[src/rtl/fetch_stage.sv]
// Fetch stage: program counter, instruction memory address and the IF/ID pipeline register.
// Optional feature macro: FETCH_MISALIGN_CHECK_EN (sticky misaligned-redirect trap).
module fetch_stage #(
    parameter logic [63:0] RESET_PC  = 64'h0,
    parameter logic [31:0] NOP_INSTR = 32'h0000_0013
) (
    input  logic        clk,
    input  logic        rst,
    output logic [63:0] imem_addr,
    input  logic [31:0] imem_rd,
    input  logic        stall_f,
    input  logic        stall_d,
    input  logic        flush_d,
    input  logic        redirect_valid,
    input  logic [63:0] redirect_pc,
    output logic [31:0] instr_d,
    output logic [63:0] pc_d,
    output logic [63:0] pc_plus4_d,
    output logic        valid_d,
`ifdef FETCH_MISALIGN_CHECK_EN
    output logic        fetch_misalign,
`endif
    output logic [31:0] fetch_count
);

    logic [63:0] pc_q, pc_d_n;
    logic [31:0] ifid_instr_q, ifid_instr_d;
    logic [63:0] ifid_pc_q, ifid_pc_d;
    logic [63:0] ifid_pc4_q, ifid_pc4_d;
    logic        ifid_valid_q, ifid_valid_d;
    logic [31:0] count_q, count_d;
    logic        misalign_q, misalign_d;
    logic [63:0] pc_plus4;

    assign pc_plus4  = pc_q + 64'd4;
    assign imem_addr = pc_q;

`ifdef FETCH_MISALIGN_CHECK_EN
    assign misalign_d = misalign_q | (redirect_valid & (redirect_pc[1:0] != 2'b00));
`else
    assign misalign_d = 1'b0;
`endif

    // PC: a trapped fetch freezes the PC; otherwise redirect beats stall beats increment.
    always_comb begin
        pc_d_n = pc_q;
        if (misalign_q) begin
            pc_d_n = pc_q;
        end else if (redirect_valid) begin
            pc_d_n = redirect_pc;
        end else if (!stall_f) begin
            pc_d_n = pc_plus4;
        end
    end

    // IF/ID: flush beats stall; a trapped fetch only ever feeds bubbles.
    always_comb begin
        ifid_instr_d = ifid_instr_q;
        ifid_pc_d    = ifid_pc_q;
        ifid_pc4_d   = ifid_pc4_q;
        ifid_valid_d = ifid_valid_q;
        count_d      = count_q;
        if (flush_d) begin
            ifid_instr_d = NOP_INSTR;
            ifid_valid_d = 1'b0;
        end else if (!stall_d) begin
            if (misalign_q) begin
                ifid_instr_d = NOP_INSTR;
                ifid_valid_d = 1'b0;
            end else begin
                ifid_instr_d = imem_rd;
                ifid_pc_d    = pc_q;
                ifid_pc4_d   = pc_plus4;
                ifid_valid_d = 1'b1;
                count_d      = count_q + 32'd1;
            end
        end
    end

    always_ff @(posedge clk) begin
        if (rst) begin
            pc_q         <= RESET_PC;
            ifid_instr_q <= NOP_INSTR;
            ifid_pc_q    <= 64'h0;
            ifid_pc4_q   <= 64'h0;
            ifid_valid_q <= 1'b0;
            count_q      <= 32'h0;
            misalign_q   <= 1'b0;
        end else begin
            pc_q         <= pc_d_n;
            ifid_instr_q <= ifid_instr_d;
            ifid_pc_q    <= ifid_pc_d;
            ifid_pc4_q   <= ifid_pc4_d;
            ifid_valid_q <= ifid_valid_d;
            count_q      <= count_d;
            misalign_q   <= misalign_d;
        end
    end

    assign instr_d     = ifid_instr_q;
    assign pc_d        = ifid_pc_q;
    assign pc_plus4_d  = ifid_pc4_q;
    assign valid_d     = ifid_valid_q;
    assign fetch_count = count_q;
`ifdef FETCH_MISALIGN_CHECK_EN
    assign fetch_misalign = misalign_q;
`endif

endmodule

[config.mk]
export PLATFORM = sky130hd
export DESIGN_NAME = fetch_stage
export DESIGN_NICKNAME = d
export VERILOG_FILES = /design/src/rtl/fetch_stage.sv
export SDC_FILE = /design/constraint.sdc
export NUM_CORES = 1
export LEC_CHECK = 0
export BUFFER_PORTS_ARGS = -buffer_cell sky130_fd_sc_hd__buf_4
export CAP_MARGIN = 20
export CORE_MARGIN = 5
export CORE_UTILIZATION = 30
export DETAILED_ROUTE_END_ITERATION = 10
export MAX_ROUTING_LAYER = met4
export SETUP_SLACK_MARGIN = 0.02
export SLEW_MARGIN = 10
export SYNTH_ARGS = -nofsm -noshare
export SYNTH_HDL_FRONTEND = slang
export SYNTH_SLANG_ARGS = --single-unit
export TNS_END_PERCENT = 50
[constraint.sdc]
create_clock -name clk -period 3.73 [get_ports clk]
set_input_delay 1.119 -clock clk [delete_from_list [all_inputs] [get_ports clk]]
set_output_delay 1.119 -clock clk [all_outputs]
set_load 0.05 [all_outputs]
Word level (Yosys, flattened, before mapping)
Index checks and enable logic that the tools add are counted.
{"block": "classes", "add_sub_neg": 2, "eq_ne": 1, "mux": 2, "bitwise_logic": 2, "reduce_logical": 2}
{"cell": "64-bit two-way mux", "n": 2}
{"cell": "64-bit by 3-bit adder with 64-bit output, second input constant", "n": 1}
{"cell": "32-bit by 1-bit adder with 32-bit output, second input constant", "n": 1}
{"cell": "2-bit by 1-bit inequality test with 1-bit output, second input constant", "n": 1}
{"cell": "1-bit inverter", "n": 2}
{"cell": "2-bit AND reduction", "n": 1}
{"cell": "2-bit OR reduction", "n": 1}
{"block": "totals", "regBits": 257, "out_inout_bits": 257}

Logic depth before layout (Yosys ltp)
{"block": "logic_depth", "ltp_word": 3, "mapped_depth": 8, "ltp_nobuf": 6}

Worst setup path before layout
No wires, ideal clock.
{"block": "synth_path", "path_type": "flip-flop to flip-flop", "startpoint": "register pc_q[2], in the netlist imem_addr[2]", "endpoint": "register pc_q[34], in the netlist imem_addr[34]", "arrival_ns": 2.889, "t_required_ns": 3.639, "path_slack_ns": 0.750, "stages_incl_launch_ff": 8, "path_buffers": 1, "cell_sequence": "dfxtp_1 > ha_1 > nand3_1 > or4_1 > buf_2 > or4_4 > or3_1 > a311oi_1"}
{"block": "synth_via", "elab_chain_len": 3}
{"item": "from (decl)", "line": "26", "source": "logic [63:0] pc_q, pc_d_n;"}
{"item": "from (signal assigned)", "line": "90", "source": "pc_q <= pc_d_n;"}
{"item": "64-bit by 3-bit adder with 64-bit output", "line": "35", "source": "assign pc_plus4 = pc_q + 64'd4;"}
{"item": "64-bit two-way mux", "line": "51", "source": "end else if (!stall_f) begin"}
{"item": "64-bit two-way mux", "line": "49", "source": "end else if (redirect_valid) begin"}
No other way between the ends. The select of a mux whose other input is x is not followed.
A chain may end at the register's enable or synchronous reset.

Worst setup path in the final report
{"block": "layout_path", "startpoint": "register pc_q[33], in the netlist imem_addr[33]", "endpoint": "register pc_q[46], in the netlist imem_addr[46]"}
The elaborated chain is that of the path after synthesis.

==> impl_results.md <==
* H-Tree Depth at 1
* Predominant post-synthesis flop cell: dfxtp_1
* Nets at 1,852
* Sequential Power Share at 40.7%
* Worst Hold Slack at 452 ps
* Setup repair bufs after CTS at 0
* CTS tree: built
* Final instance area at 16,100 µm²
* EDFF count, synth at 0
* Synth area leaders: dfxtp_1 (43%), nand2_1 (5.8%), nor2_1 (5.1%), a21oi_1 (4.6%), xor2_1 (4.3%)
* Non-Filler Instances at 2,297
* Psw at 0.00222 W
* Filler instances at 3,913
* RSZ-0062 raised after global routing: false
* Hold Vio Cnt, Final at 0
* Worst Path Required at 4220 ps
* Worst-case reg-to-reg path depth at 5
* DPL Wire Length at 34,100 µm
* Skew final at 35.1 ps
* Synth cell count leaders: dfxtp_1 (255), nand2_1 (181), nor2_1 (160)
* Drt initial violations at 931
* Final setup violating endpoints at 0
* Worst min path class: reg -> reg
* Sw Ratio at 29.9%
* I/O pin cnt at 359
* Clk pwr share at 43.6%
* GPL Wtd Cong at 0.904
* Synth unique cells at 57
* Vias in the first global route at 11,740
* Clock sinks at 255
* Max cap viols at 0
* Post-route ant nets at 0
* Synthesized flop and latch total at 255
* Worst-Skew Late Latency at 590 ps
* Largest net degree at the start of global routing at 142
* Register area at 5100 µm²
* Sequential area share after synthesis at 43.2%
* DR vias/cell at 5.22
* Die width at 208 µm
* Setup TNS at 0 ps
* Syn Inst Count at 1,453
* Layout cells sized above 1 at 26.7%
* Tcrit/Tclk final at 81.3%
* Clock transition at the registers of the reported paths at 60 ps
* Worst EP arrival at 3520 ps
* Post-synth top area share at 43.2%
* Asr flop ratio synth at 0%
* Total Routed Length at 46,300 µm
* Least-Margin Pin Slew at 933 ps
* Num CTS Buffers at 31
* Number of port buffers at 358
* Global-route wire length before repair at 71,400 µm
* Iteration count of the initial detailed-routing pass at 5
* P&R area growth vs syn at 36.0%
* Cell depth of the worst hold path at 2
* Clk root buf: clkbuf_16
* Overall Global Routing Usage at 20.9%
* Worst hold path endpoint: valid_d
* Footprint of the multi-input gates at 6120 µm²
* Critical path capture point type: register
* Count leader, synth: dfxtp_1
* Critical path class: reg -> reg
* Antenna violations before repair at 6
* Post_cts resized at 0
* Placed cell area at 15,000 µm²
* Grt ovf at 0
* Via Count at 11,992
* Tmin final at 3030 ps
* Core ar. at 38,800 µm²
* Cells after DPL at 2,233
* RR Endpoint: imem_addr[46]
* Pwr dens at 461 nW/µm²
* Outcome: finished clean
* Cell area after synthesis at 11,800 µm²
* Floorplan row count at 72
* Total design power at 0.00741 W
* CP Max Fanout at 9
* HP Start: valid_d
* Die Y at 208 µm
* Leakage at 6.32 nW
* Flop2flop setup slack at 700 ps
* Initial Utilization at 30.4%
* Syn nets at 1,557
* Slew Viols, Final at 0
* Total die area at 43,400 µm²
* P_int at 0.00519 W
* Worst vdd ir at 0.370 mV
* DR WL/cell at 20.2 µm
* Relative slew slack at 37.3%
* Syn Area/Cell at 8.13 µm²
* Hold-fix buffers, CTS at 0
* Synth warn at 0
* Max frequency at 330 MHz
* FF-to-FF Start: imem_addr[33]
* DR DRC count at 0
* Startpoint Class: register
* Clock tree buffer depth at 3
* Yosys top cell by area: dfxtp_1
* Combinational power share at 15.7%
-- cells in the final DEF (no fill, tap or decap), types with 6 or more instances in the layout --
master     instances
o21a_1             9
o21ai_0           67
nor4_1            28
inv_1             12
nor2_1           159
or4_1             10
nor3b_1            6
clkbuf_16         31
xnor2_1           40
a21oi_1          108
a311oi_1          15
or3_1             21
nand4_1           70
nand2_1          181
a211oi_1          32
nand3_1           46
a31oi_1            8
xor2_1            58
dfxtp_1          255
and3_1            11
clkinv_2           8
diode_2            6
nor3_1            50
o31ai_1            7
mux2i_1           48
and4_1            10
buf_4            396
-- sequential cells by signal, summed over array words and instances (netlist names) --
signal       count
imem_addr       64
instr_d         32
fetch_count     32
valid_d          1
pc_plus4_d      62
pc_d            64
-- final cells by class --
type                            count  area share, %
Multi-Input combinational cell   1046           38.1
Sequential cell                   255           31.8
Timing Repair Buffer              400           18.8
Clock buffer                       40           5.35
Tap cell                          518           4.03
Clock inverter                     18           1.45
Inverter                           14          0.335
Antenna cell                        6         0.0935
-- cells by family (layout without fill, tap and decap cells) --
group                      Yosys count  in the layout  share of synthesized area (%)
muxes                               49             49                           4.16
adders and majority gates            2              2                          0.212
xor gates and xnor gates            98             98                           7.27
and+or+nand+nor                    634            634                           26.7
AOI/OAI and AO/OA                  263            263                           13.3
other                                0              6                              0
buffers and inverters              152            472                           5.18
DFF                                255            255                           43.2
-- power by group through the flow --
| stage | combinational (W) | clock, W | sequential (W) |
|---|---|---|---|
| floorplan | 0.000387 | 0 | 0.00340 |
| global placement | 0.00117 | 0 | 0.00307 |
| detailed placement | 0.00117 | 0 | 0.00307 |
| CTS | 0.00118 | 0.00328 | 0.00301 |
| global route | 0.00124 | 0.00341 | 0.00303 |
| finish | 0.00117 | 0.00323 | 0.00302 |
-- per-layer routing --
| layer | share of wire [%] | GRT usage (%) | vias up | wire length [µm] |
|---|---|---|---|---|
| met5 | 0 | - | - | 0 |
| met4 | 2.1 | 5.41 | 0 | 981 |
| met3 | 9.8 | 6.60 | 61 | 4520 |
| met2 | 47 | 33.6 | 501 | 21800 |
| met1 | 41 | 25.7 | 5687 | 19000 |
| li1 | - | - | 5743 | - |
-- how the worst max path moves through the flow --
stage	from	depth (start not counted)	to	slack (ps)
after floorplan	imem_addr[2]	7	imem_addr[34]	750
after global placement	imem_addr[12]	5	pc_plus4_d[53]	760
after detailed placement	imem_addr[12]	5	pc_plus4_d[53]	730
after CTS	imem_addr[12]	5	pc_plus4_d[53]	730
after global routing	imem_addr[33]	5	imem_addr[46]	530
final	imem_addr[33]	5	imem_addr[46]	700
-- critical path, stage by stage (launching register included) --
cell and delay [ps]:
dfxtp_1 580, nand4_1 510, nor4_1 620, nand4_1 370, or4_1 570, a311oi_1 280
-- per-stage QoR --
step | setup slack, ps | utilization [%]
3_5_place_dp | 729 | 38.5
6_report | 698 | 41.4
5_1_grt | 526 | 41.4
3_3_place_gp | 755 | 38.5
2_1_floorplan | 750 | -
4_1_cts | 725 | 41.3
No activity file was read; power rests on OpenSTA's default activity.
